==> src/rtl/sb_pkg.sv <==
// Shared definitions for the switch-block edge tile: mux select codes,
// configuration-load state encoding and the twisted-track index helper.
package sb_pkg;

  // Per-mux select codes (2 bits, bit 1 is the MSB)
  localparam logic [1:0] SEL_OFF      = 2'b00;
  localparam logic [1:0] SEL_PIN      = 2'b01;
  localparam logic [1:0] SEL_TWIST    = 2'b10;
  localparam logic [1:0] SEL_STRAIGHT = 2'b11;

  // Load progress of the shadow chain, derived from the shifted-bit count
  typedef enum logic [1:0] {
    EMPTY,
    PARTIAL,
    FULL,
    OVER
  } cfg_state_t;

  // Twisted track: mirror all but the last track, which maps onto itself
  function automatic int twist_idx(input int idx, input int width);
    return (idx < width - 1) ? (width - 2 - idx) : (width - 1);
  endfunction

endpackage

==> src/rtl/sb_edge_param_if.sv <==
// Configuration bus of the switch-block tile: serial data in, control
// strobes, and the status/daisy-chain signals coming back.
interface sb_edge_param_if;

  logic ccff_head;
  logic cfg_shift;
  logic cfg_commit;
  logic cfg_clear;
  logic ccff_tail;
  logic cfg_done;
  logic cfg_err;

  // Master drives the load, slave (the configuration chain) answers
  modport master (
    output ccff_head, cfg_shift, cfg_commit, cfg_clear,
    input  ccff_tail, cfg_done, cfg_err
  );

  modport slave (
    input  ccff_head, cfg_shift, cfg_commit, cfg_clear,
    output ccff_tail, cfg_done, cfg_err
  );

endinterface

==> src/rtl/sb_cfg_chain.sv <==
// Configuration chain: shadow shift register, saturating bit counter,
// load-state machine and the active select register. Active selects only
// change on a commit issued when exactly CFG_BITS bits have been shifted.
module sb_cfg_chain
  import sb_pkg::*;
#(
  parameter int CFG_BITS = 36
) (
  input  logic                prog_clk,
  input  logic                prog_reset,
  sb_edge_param_if.slave      cfg,
  output logic [CFG_BITS-1:0] active
);

  // Counter must hold CFG_BITS+1 (the saturation value)
  localparam int CNT_W = $clog2(CFG_BITS + 2);
  localparam logic [CNT_W-1:0] LAST_CNT = CNT_W'(CFG_BITS - 1);

  logic [CFG_BITS-1:0] shadow_reg;
  logic [CFG_BITS-1:0] active_reg;
  logic [CNT_W-1:0]    count_reg;
  cfg_state_t          state_reg;
  logic                done_reg;
  logic                err_reg;

  // Load FSM: clear beats commit, commit beats shift; count saturates in OVER
  always_ff @(posedge prog_clk) begin
    if (prog_reset) begin
      shadow_reg <= '0;
      active_reg <= '0;
      count_reg  <= '0;
      state_reg  <= EMPTY;
      done_reg   <= 1'b0;
      err_reg    <= 1'b0;
    end else begin
      done_reg <= 1'b0;
      if (cfg.cfg_clear) begin
        count_reg <= '0;
        state_reg <= EMPTY;
        err_reg   <= 1'b0;
      end else if (cfg.cfg_commit) begin
        if (state_reg == FULL) begin
          active_reg <= shadow_reg;
          done_reg   <= 1'b1;
          count_reg  <= '0;
          state_reg  <= EMPTY;
        end else begin
          err_reg <= 1'b1;
        end
      end else if (cfg.cfg_shift) begin
        shadow_reg <= {shadow_reg[CFG_BITS-2:0], cfg.ccff_head};
        if (state_reg != OVER) begin
          count_reg <= count_reg + 1'b1;
        end
        case (state_reg)
          EMPTY:   state_reg <= PARTIAL;
          PARTIAL: state_reg <= (count_reg == LAST_CNT) ? FULL : PARTIAL;
          FULL:    state_reg <= OVER;
          default: state_reg <= OVER;
        endcase
      end
    end
  end

  assign active        = active_reg;
  assign cfg.ccff_tail = shadow_reg[CFG_BITS-1];
  assign cfg.cfg_done  = done_reg;
  assign cfg.cfg_err   = err_reg;

endmodule

==> src/rtl/sb_edge_param.sv <==
// Switch-block edge tile: one 4:1 mux per track on the right and bottom
// sides, selecting off / grid pin / twisted track / straight track of the
// opposite channel. Selects come from a serially loaded configuration chain.
// Optional macro SB_OUT_REG_EN registers both output buses (one extra cycle).
module sb_edge_param
  import sb_pkg::*;
#(
  parameter int CHAN_WIDTH = 9,
  parameter int SEL_W      = 2
) (
  input  logic                  prog_clk,
  input  logic                  prog_reset,
  input  logic [CHAN_WIDTH-1:0] chanx_right_in,
  input  logic [CHAN_WIDTH-1:0] chany_bottom_in,
  input  logic [CHAN_WIDTH-1:0] right_pin,
  input  logic [CHAN_WIDTH-1:0] bottom_pin,
  input  logic                  ccff_head,
  input  logic                  cfg_shift,
  input  logic                  cfg_commit,
  input  logic                  cfg_clear,
  output logic [CHAN_WIDTH-1:0] chanx_right_out,
  output logic [CHAN_WIDTH-1:0] chany_bottom_out,
  output logic                  ccff_tail,
  output logic                  cfg_done,
  output logic                  cfg_err
);

  // Right muxes occupy the low half of the chain, bottom muxes the high half
  localparam int CFG_BITS = 2 * CHAN_WIDTH * SEL_W;

  sb_edge_param_if cfg_bus ();

  assign cfg_bus.ccff_head  = ccff_head;
  assign cfg_bus.cfg_shift  = cfg_shift;
  assign cfg_bus.cfg_commit = cfg_commit;
  assign cfg_bus.cfg_clear  = cfg_clear;
  assign ccff_tail          = cfg_bus.ccff_tail;
  assign cfg_done           = cfg_bus.cfg_done;
  assign cfg_err            = cfg_bus.cfg_err;

  logic [CFG_BITS-1:0] active;

  sb_cfg_chain #(
    .CFG_BITS (CFG_BITS)
  ) u_chain (
    .prog_clk   (prog_clk),
    .prog_reset (prog_reset),
    .cfg        (cfg_bus),
    .active     (active)
  );

  function automatic logic sel_mux(input logic [SEL_W-1:0] code, input logic pin,
                                   input logic twist, input logic straight);
    logic res;
    res = 1'b0;
    case (code)
      SEL_OFF:      res = 1'b0;
      SEL_PIN:      res = pin;
      SEL_TWIST:    res = twist;
      SEL_STRAIGHT: res = straight;
      default:      res = 1'b0;
    endcase
    return res;
  endfunction

  logic [CHAN_WIDTH-1:0] right_mux;
  logic [CHAN_WIDTH-1:0] bottom_mux;

  for (genvar gi = 0; gi < CHAN_WIDTH; gi++) begin : g_mux
    localparam int TW = twist_idx(gi, CHAN_WIDTH);

    // Right output reads the bottom channel, bottom output reads the right channel
    assign right_mux[gi] = sel_mux(active[SEL_W*gi +: SEL_W], right_pin[gi],
                                   chany_bottom_in[TW], chany_bottom_in[gi]);
    assign bottom_mux[gi] = sel_mux(active[SEL_W*(CHAN_WIDTH+gi) +: SEL_W], bottom_pin[gi],
                                    chanx_right_in[TW], chanx_right_in[gi]);
  end

`ifdef SB_OUT_REG_EN
  // Output register: one cycle of latency, cleared by reset
  always_ff @(posedge prog_clk) begin
    if (prog_reset) begin
      chanx_right_out  <= '0;
      chany_bottom_out <= '0;
    end else begin
      chanx_right_out  <= right_mux;
      chany_bottom_out <= bottom_mux;
    end
  end
`else
  assign chanx_right_out  = right_mux;
  assign chany_bottom_out = bottom_mux;
`endif

endmodule

==> config.mk <==
export PLATFORM = sky130hd
export DESIGN_NAME = sb_edge_param
export DESIGN_NICKNAME = d
export VERILOG_FILES = /design/src/rtl/sb_pkg.sv /design/src/rtl/sb_edge_param_if.sv /design/src/rtl/sb_cfg_chain.sv /design/src/rtl/sb_edge_param.sv
export SDC_FILE = /design/constraint.sdc
export NUM_CORES = 1
export LEC_CHECK = 0
export BUFFER_PORTS_ARGS = -buffer_cell sky130_fd_sc_hd__buf_4
export CORE_MARGIN = 8
export CORE_UTILIZATION = 55
export DETAILED_ROUTE_END_ITERATION = 10
export PLACE_DENSITY = 0.79
export SYNTH_ARGS = -nofsm -noshare
export SYNTH_HDL_FRONTEND = slang
export SYNTH_SLANG_ARGS = --single-unit
export TNS_END_PERCENT = 1
==> constraint.sdc <==
create_clock -name prog_clk -period 2.93 [get_ports prog_clk]
set_input_delay 0.586 -clock prog_clk [delete_from_list [all_inputs] [get_ports prog_clk]]
set_output_delay 0.586 -clock prog_clk [all_outputs]
set_load 0.1 [all_outputs]
==> flow_summary_export.csv, run 1 <==
group,metric,value,unit
clocking,ctsResizeCount,0,
yosys,avgSynthCellArea,7.84,um^2
min_path,hold_end,"u_chain.active[34]$_SDFFE_PP0P_",
status,status,"complete, no violations",
critical_path,crit_family,"flip-flops",
final_layout,final_util,66.0,%
yosys,syn_area,3540,um^2
power_and_ir_drop,comb_power_share,5.6,%
critical_path,r2r-start,"u_chain.state_reg[1]$_SDFFE_PP0P_",
global_route,grt_overflow,0,
final_layout,insertedDiodeCount,0,
critical_path,end_kind,"output port",
final_layout,fin_area,4140,um^2
placed_design,dp_slack,977,ps
critical_path,worstPathArrival,1440,ps
power_and_ir_drop,p_switching,0.452,mW
clocking,cts_tree,"done",
timing,setup_viol,0,
placed_design,place.gp.congestion,0.755,
routing,viasPerCell,5.24,
yosys,syn_nets,494,
power_and_ir_drop,finalPower,2.04,mW
timing,tns,0,ps
routing,ant_nets,0,
power_and_ir_drop,pwr-share-clk,39.6,%
job,drv_cap,0,
power_and_ir_drop,peakVddDrop,0.319,mV
timing,max_slew.worst_pin.slew,755,ps
min_path,hold_start,"u_chain.active[34]$_SDFFE_PP0P_",
clocking,clk_pin_slew,70,ps
power_and_ir_drop,p_sw_share,22.2,%
yosys,synthDistinctLibCells,35,
timing,fin_ws,901,ps
yosys,ys_warn_count,0,
floorplanning,rows,29,
clocking,root_buffer,"clkbuf_8",
yosys,ys.flop_type,"dfxtp_1",
min_path,whs_path_depth,2,
timing,min_period,2030,ps
final_layout,area_growth,17.2,%
critical_path,crit_chain,"mux2_2, nand2_1, o21ai_0, buf_4",
global_route,grt_max_degree,74,
placed_design,port_buffers,62,
routing,initialDrtViolationCount,173,
floorplanning,start_util,56.3,%
critical_path,crit_fanout,3,
routing,num_vias,3054,
critical_path,critPathKind,"flip-flop to output port",
global_route,antenna_found_initial,0,
timing,finClkSkew,8.03,ps
timing,timing.fmax,493,MHz
final_layout,drive_above_1_share,21.1,%
yosys,async_reset_ff_share,0,%
clocking,cts_sinks,82,
timing,finalCritPeriodShare,69.2,%
power_and_ir_drop,p_seq_share,54.8,%
routing,remaining_drc_errors,0,
critical_path,r2r_cells,3,
global_route,grt_pass1_vias,2864,
final_layout,instances_no_fill,583,
floorplanning,die_area,9250,um^2
placed_design,dp_hpwl,5110,um
floorplanning,ios,63,
clocking,htreeDepth,3,
timing,relSlewSlack,49.6,%
floorplanning,chipHeight,96.2,um
placed_design,place_area,3950,um^2
yosys,synth_seq_cells,82,
timing,rsz0062_at_grt,"false",
critical_path,rrSetupSlack,1270,ps
critical_path,worst_path_max_delay_cell,"dfxtp_1",
critical_path,cp_data_required_time,2340,ps
timing,hold_viol_final,0,
global_route,grt_pass1_wl,12500,um
power_and_ir_drop,power.internal,1.59,mW
critical_path,r2r-end,"u_chain.active[5]$_SDFFE_PP0P_",
critical_path,crit_path_start_kind,"flip-flop",
global_route,grt_usage,17.0,%
critical_path,cp_num_buf_inv,1,
clocking,hold_buffers,0,
critical_path,critical_path.max_stage_delay,380,ps
clocking,clkLatencyLatePin,350,ps
timing,fin_hold_ws,459,ps
power_and_ir_drop,power_leakage,1.43,nW
yosys,ys_seq_area_share,46.4,%
min_path,min_path_type,"flip-flop to flip-flop",
placed_design,dpl.cell_count,567,
yosys,synth_cells,451,
clocking,cts_setup_buffers,0,
power_and_ir_drop,p_per_area,493,nW/um^2
routing,dr.pass1.iters,4,
routing,wirelength,7530,um
yosys,synth_edf_count,0,
clocking,cts-buffers-inserted,9,
floorplanning,fp.dieW,96.2,um
clocking,cts_buffer_depth,2,
critical_path,startpoint,"u_chain.active[31]$_SDFFE_PP0P_",
routing,wire_per_inst,12.9,um
final_layout,nNetsFinal,544,
floorplanning,core,6280,um^2
timing,drv_slew,0,
==> power by group through the flow <==
stage	sequential (mW)	clock [mW]	combinational (mW)
floorplan	1.15	0	0.0608
global placement	1.15	0	0.113
detailed placement	1.15	0	0.115
CTS	1.12	0.823	0.116
global route	1.12	0.871	0.126
finish	1.12	0.808	0.115
==> cell usage after synthesis (2+ instances only) <==
cell type,count,area share [%]
a21boi_0,2,0.42
a21oi_1,68,9.6
a21oi_2,7,1.7
buf_2,6,0.85
buf_4,5,1.1
buf_6,7,2.2
clkbuf_1,9,0.96
dfxtp_1,82,46
inv_1,5,0.53
mux2_2,16,5.1
mux2i_1,3,0.85
nand2_1,185,20
nand3_1,4,0.57
nand3b_1,5,1.1
nor2_1,4,0.42
nor4_1,3,0.53
o21a_1,2,0.42
o21ai_0,21,3.0
==> worst register-to-register path, stage by stage (launching register included) <==
cell and delay (ps):
dfxtp_1 510, and4bb_2 770, nand2_1 180, a21oi_1 140
==> placed cells by master (no fill, tap or decap), types with 2 or more instances in the layout <==
cell type and n:
o21a_1 2, mux2i_1 3, clkbuf_1 2, a21boi_0 2, buf_4 66, inv_1 5
a21oi_1 68, dfxtp_1 82, nand2_1 185, a21oi_2 7, nand3_1 4, nor2_1 4
nor4_1 3, mux2_2 16, nand3b_1 5, clkbuf_8 10, o21ai_0 20
==> worst max-delay path by stage <==
stage	cells past startpoint	end
4_1_cts	4	chany_bottom_out[6]
3_5_place_dp	5	u_chain.shadow_reg[13]$_SDFFE_PP0P_
3_3_place_gp	5	u_chain.shadow_reg[6]$_SDFFE_PP0P_
5_1_grt	4	chany_bottom_out[6]
2_1_floorplan	2	chanx_right_out[1]
6_report	4	chany_bottom_out[6]
==> per-layer routing <==
layer  track usage (%)  up-vias  part of all wire [%]
li1                  -     1593                     -
met1              20.2     1384                    45
met2              27.6       63                    47
met3              4.13       14                   6.4
met4              8.83        0                   2.0
met5                 0        -                     0
==> area by class of cell <==
class / count / area (um^2)
well taps: 77 / 96.3
clock inverters: 4 / 51.3
multi-input cells: 337 / 1700
inverters: 5 / 18.8
repair buffers: 66 / 495
fillers: 562 / 2130
clock buffers: 12 / 145
flip-flops and latches: 82 / 1640
==> logic make-up (layout without fill, tap and decap cells) <==
group / after synthesis / in the layout / synth area share (%)
AOI/OAI and AO/OA: 105 / 105 / 16.5
DFF: 82 / 82 / 46.4
buffers and inverters: 32 / 87 / 5.63
muxes: 19 / 19 / 5.94
adders and majority gates: 1 / 1 / 0.354
and+or+nand+nor: 212 / 212 / 25.1
Note: power is estimated with default switching activity, not from simulation.
==> run 2: changes to the inputs <==
==> constraint.sdc (replaced) <==
create_clock -name prog_clk -period 1.9 [get_ports prog_clk]
set_input_delay 0.38 -clock prog_clk [delete_from_list [all_inputs] [get_ports prog_clk]]
set_output_delay 0.38 -clock prog_clk [all_outputs]
set_load 0.1 [all_outputs]
==> run 2 against run 1 <==
Against the previous run: final area increased by 0.12%; die area unchanged; combinational power increased by 56%; via count increased by 0.88%; first-iteration DRC count unchanged; final cell count increased by 0.17%; worst hold slack got worse by 190 ps; non-clock buffer count increased by 2; total power increased by 48%; wire length increased by 1.4%; critical path depth unchanged; register-to-register slack got worse by 790 ps; largest cell class unchanged.
==> flow_summary_export.csv, run 2 (same netlist as run 1, synthesis figures left out) <==
group,metric,value,unit
critical_path,cp_num_buf_inv,1,
critical_path,crit_fanout,3,
final_layout,nNetsFinal,546,
clocking,clkLatencyLatePin,350,ps
power_and_ir_drop,p_per_area,727,nW/um^2
critical_path,crit_family,"flip-flops",
clocking,cts_setup_buffers,0,
placed_design,dpl.cell_count,569,
floorplanning,rows,29,
power_and_ir_drop,peakVddDrop,0.515,mV
clocking,cts-buffers-inserted,9,
timing,drv_slew,0,
floorplanning,fp.dieW,96.2,um
timing,finalCritPeriodShare,95.8,%
clocking,clk_pin_slew,80,ps
routing,wire_per_inst,13.1,um
global_route,grt_usage,16.8,%
critical_path,startpoint,"u_chain.active[3]$_SDFFE_PP0P_",
critical_path,r2r-start,"u_chain.state_reg[0]$_SDFFE_PP0P_",
final_layout,drive_above_1_share,21.7,%
final_layout,area_growth,17.3,%
final_layout,fillers,553,
routing,dr.pass1.iters,4,
clocking,cts_buffer_depth,2,
clocking,cts_sinks,82,
timing,max_slew.worst_pin.slew,762,ps
routing,num_vias,3081,
timing,hold_viol_final,0,
timing,setup_viol,0,
placed_design,place.gp.congestion,0.798,
routing,remaining_drc_errors,0,
critical_path,crit_end,"chanx_right_out[1]",
critical_path,end_kind,"output port",
critical_path,worstPathArrival,1440,ps
clocking,root_buffer,"clkbuf_8",
critical_path,worst_path_max_delay_cell,"dfxtp_1",
critical_path,cp_data_required_time,1520,ps
critical_path,critPathKind,"flip-flop to output port",
final_layout,layout_commonest_cell,"nand2_1",
placed_design,port_buffers,62,
critical_path,critical_path.max_stage_delay,380,ps
final_layout,insertedDiodeCount,0,
final_layout,instances_no_fill,584,
global_route,grt_max_degree,74,
critical_path,r2r_cells,4,
timing,min_period,1820,ps
critical_path,crit_path_start_kind,"flip-flop",
clocking,hold_buffers,0,
min_path,min_path_type,"input port to flip-flop",
timing,relSlewSlack,49.2,%
critical_path,path_depth,4,
floorplanning,ios,63,
routing,wirelength,7640,um
clocking,ctsResizeCount,0,
status,status,"complete, no violations",
power_and_ir_drop,power_leakage,1.45,nW
timing,rsz0062_at_grt,"false",
routing,viasPerCell,5.28,
timing,timing.fmax,550,MHz
global_route,antenna_found_initial,0,
global_route,grt_pass1_vias,2887,
floorplanning,chipHeight,96.2,um
global_route,grt_overflow,0,
routing,ant_nets,0,
clocking,cts_tree,"done",
placed_design,dp_hpwl,5170,um
timing,finClkSkew,5.86,ps
routing,initialDrtViolationCount,173,
critical_path,r2r-end,"u_chain.active[20]$_SDFFE_PP0P_",
floorplanning,core,6280,um^2
final_layout,final_cell_mix,"nand2_1 (185), dfxtp_1 (82), a21oi_1 (68), buf_4 (67), o21ai_1 (17)",
global_route,grt_pass1_wl,12500,um
job,drv_cap,0,
critical_path,crit_chain,"mux2_2, nand2_1, o21ai_1, buf_4",
floorplanning,start_util,56.3,%
floorplanning,die_area,9250,um^2
critical_path,rrSetupSlack,480,ps
power_and_ir_drop,finalPower,3.02,mW
clocking,htreeDepth,3,
min_path,hold_start,"ccff_head",
## run 2: final cells by class
| cell class | instances | area (um^2) | area share [%] |
|---|---|---|---|
| timing repair buffer | 68 | 523 | 12.6 |
| sequential | 82 | 1640 | 39.6 |
| inverter | 5 | 18.8 | 0.452 |
| clock inverter | 3 | 15.0 | 0.362 |
| clock buffer | 12 | 155 | 3.74 |
| tap | 77 | 96.3 | 2.32 |
| multi-input combinational | 337 | 1700 | 41.0 |
## run 2: worst min-delay path by stage
stage                                          to  slack, ps  cells past startpoint
2_1_floorplan     u_chain.active[16]$_SDFFE_PP0P_        440                      2
3_3_place_gp     u_chain.cfg.cfg_err$_SDFFE_PP0P_        450                      2
3_5_place_dp      u_chain.active[16]$_SDFFE_PP0P_        450                      2
4_1_cts        u_chain.shadow_reg[0]$_SDFFE_PP0P_        260                      3
5_1_grt        u_chain.shadow_reg[0]$_SDFFE_PP0P_        280                      3
6_report       u_chain.shadow_reg[0]$_SDFFE_PP0P_        270                      3
## run 2: routing by layer
layer	vias to the layer above	part of all wire, %	wire length (um)	global-route usage (%)
met5	-	0	0	0
met4	0	1.9	148	8.32
met3	14	5.6	427	3.98
met2	58	49	3730	29.0
met1	1415	44	3330	19.0
li1	1594	-	-	-
## run 2: metrics by stage
stage | setup WS [ps] | util [%] | setup TNS [ps] | hold WS [ps] | instance area (um^2)
global route | 11.5 | 66.1 | 0 | 278 | 4150
CTS | 72.2 | 66.1 | 0 | 261 | 4150
detailed placement | 361 | 63.4 | 0 | 454 | 3980
finish | 80.6 | 66.1 | 0 | 270 | 4150
floorplan | -247 | - | -4200 | 437 | 3540
global placement | 402 | 63.4 | 0 | 454 | 3980
## run 2: worst register-to-register path: stages, from the launching register on
cell and delay [ps]:
dfxtp_1 530, nand4bb_1 180, buf_4 370, nand2_1 110
a21oi_1 160
## run 2: power by group
group	leakage, nW	internal, mW	total [mW]	switching, mW
clock network	0.0920	0.533	1.11	0.579
registers	0.661	1.72	1.73	0.00536
logic	0.695	0.0872	0.179	0.0918
total	1.45	2.34	3.02	0.676
==> run 3: changes to the inputs <==
--- a/config.mk
+++ b/config.mk
@@ -9,7 +9,9 @@
 export CORE_MARGIN = 8
 export CORE_UTILIZATION = 55
 export DETAILED_ROUTE_END_ITERATION = 10
+export GPL_TIMING_DRIVEN = 0
 export PLACE_DENSITY = 0.79
+export SKIP_CTS_REPAIR_TIMING = 1
 export SYNTH_ARGS = -nofsm -noshare
 export SYNTH_HDL_FRONTEND = slang
 export SYNTH_SLANG_ARGS = --single-unit
==> constraint.sdc (replaced) <==
create_clock -name prog_clk -period 2 [get_ports prog_clk]
set_input_delay 0.4 -clock prog_clk [delete_from_list [all_inputs] [get_ports prog_clk]]
set_output_delay 0.4 -clock prog_clk [all_outputs]
set_load 0.1 [all_outputs]
==> run 3 against run 2 <==
Against the previous run: via count increased by 5.3%; sequential share of layout area decreased by 1.7 points; critical endpoint is now chany_bottom_out[0]; clock skew increased by 2.0 ps; largest cell class unchanged; first-iteration DRC count decreased by 4.6%.
==> flow_summary_export.csv, run 3 (same netlist as run 1, synthesis figures left out) <==
group,metric,value,unit
global_route,grt_overflow,0,
routing,num_vias,3243,
floorplanning,fp.dieW,96.2,um
final_layout,insertedDiodeCount,0,
placed_design,port_buffers,62,
routing,viasPerCell,5.35,
timing,max_slew.worst_pin.slew,550,ps
status,status,"complete, no violations",
clocking,cts-buffers-inserted,9,
min_path,hold_start,"ccff_head",
power_and_ir_drop,power_leakage,1.53,nW
global_route,grt_pass1_wl,13800,um
power_and_ir_drop,p_per_area,749,nW/um^2
global_route,grt_max_degree,14,
critical_path,rrSetupSlack,540,ps
routing,initialDrtViolationCount,165,
clocking,root_buffer,"clkbuf_8",
clocking,htreeDepth,3,
clocking,clkLatencyLatePin,350,ps
final_layout,area_growth,22.6,%
global_route,grtUsageMet3,5.07,%
final_layout,nNetsFinal,567,
routing,remaining_drc_errors,0,
final_layout,drive_above_1_share,23.1,%
critical_path,r2r-start,"u_chain.count_reg[0]$_SDFFE_PP0P_",
critical_path,end_kind,"output port",
timing,hold_viol_final,0,
timing,rsz0062_at_grt,"false",
critical_path,r2r-end,"u_chain.state_reg[0]$_SDFFE_PP0P_",
critical_path,crit_fanout,3,
global_route,antenna_found_initial,0,
floorplanning,core,6280,um^2
min_path,hold_end,"u_chain.shadow_reg[0]$_SDFFE_PP0P_",
min_path,min_path_type,"input port to flip-flop",
placed_design,dp_hpwl,6000,um
final_layout,layout_commonest_cell,"nand2_1",
floorplanning,ios,63,
power_and_ir_drop,peakVddDrop,0.663,mV
routing,wire_per_inst,13.6,um
global_route,grt_usage,18.8,%
min_path,whs_path_depth,3,
floorplanning,chipHeight,96.2,um
global_route,met1_usage,22.0,%
clocking,cts_sinks,82,
global_route,grt.busiest_layer,"met2",
timing,finClkSkew,7.89,ps
timing,finalCritPeriodShare,93.0,%
global_route,grt_pass1_vias,3083,
timing,min_period,1860,ps
timing,setup_viol,0,
timing,timing.fmax,538,MHz
job,drv_cap,0,
critical_path,worstPathArrival,1460,ps
timing,fin_hold_ws,305,ps
routing,wirelength,8240,um
global_route,met2_usage,32.2,%
critical_path,crit_path_start_kind,"flip-flop",
routing,dr.pass1.iters,6,
final_layout,final_cell_mix,"nand2_1 (185), dfxtp_1 (82), a21oi_1 (68), buf_4 (67), o21ai_1 (17)",
floorplanning,start_util,56.3,%
critical_path,critPathKind,"flip-flop to output port",
placed_design,place.gp.congestion,0.776,
clocking,cts_tree,"done",
routing,ant_nets,0,
timing,drv_slew,0,
timing,relSlewSlack,63.3,%
clocking,cts_buffer_depth,2,
critical_path,r2r_cells,4,
floorplanning,die_area,9250,um^2
timing,tns,0,ps
clocking,clk_pin_slew,80,ps
floorplanning,rows,29,
critical_path,cp_data_required_time,1600,ps
run 3: final cells by class:
class	instances	area, um^2
plain buffers	27	180
repair buffers	62	465
clock inverters	5	103
well taps	77	96.3
clock buffers	11	131
flip-flops and latches	82	1640
inverters	5	18.8
multi-input cells	337	1700
fillers	531	1940
run 3: worst max-delay path: stages (launching register included):
cell     delay, ps
dfxtp_1        400
mux2_2         350
nand2_1         60
o21ai_1         60
buf_4          230
run 3: layer usage:
layer | wire (um) | vias up
met5 | 0 | -
met4 | 120 | 0
met3 | 493 | 13
met2 | 4140 | 74
met1 | 3490 | 1511
li1 | - | 1645
run 3: through the flow:
step / util, % / power, mW / setup WS [ps] / instance area [um^2] / cells
2_1_floorplan: - / 1.77 / -187 / 3540 / 451
3_3_place_gp: 65.3 / 1.86 / 394 / 4100 / 590
3_5_place_dp: 65.3 / 1.87 / 324 / 4100 / 590
4_1_cts: 69.1 / 3.26 / 128 / 4340 / 606
5_1_grt: 69.1 / 3.35 / 55.2 / 4340 / 606
6_report: 69.1 / 3.25 / 141 / 4340 / 606
run 3: worst max-delay path by stage:
stage / startpoint / to / slack (ps) / cells after the start
2_1_floorplan: chany_bottom_in[6] / chanx_right_out[1] / -190 / 2
3_3_place_gp: cfg_commit / u_chain.shadow_reg[6]$_SDFFE_PP0P_ / 390 / 6
3_5_place_dp: cfg_commit / u_chain.shadow_reg[29]$_SDFFE_PP0P_ / 320 / 6
4_1_cts: u_chain.active[19]$_SDFFE_PP0P_ / chany_bottom_out[0] / 130 / 4
5_1_grt: u_chain.active[19]$_SDFFE_PP0P_ / chany_bottom_out[0] / 60 / 4
6_report: u_chain.active[19]$_SDFFE_PP0P_ / chany_bottom_out[0] / 140 / 4
run 3: report_power, final:
part | switching, mW | internal [mW] | leakage, nW | total, mW
sequential | 0.00354 | 1.63 | 0.661 | 1.64
combinational | 0.0956 | 0.0940 | 0.761 | 0.190
clock | 0.589 | 0.829 | 0.114 | 1.42
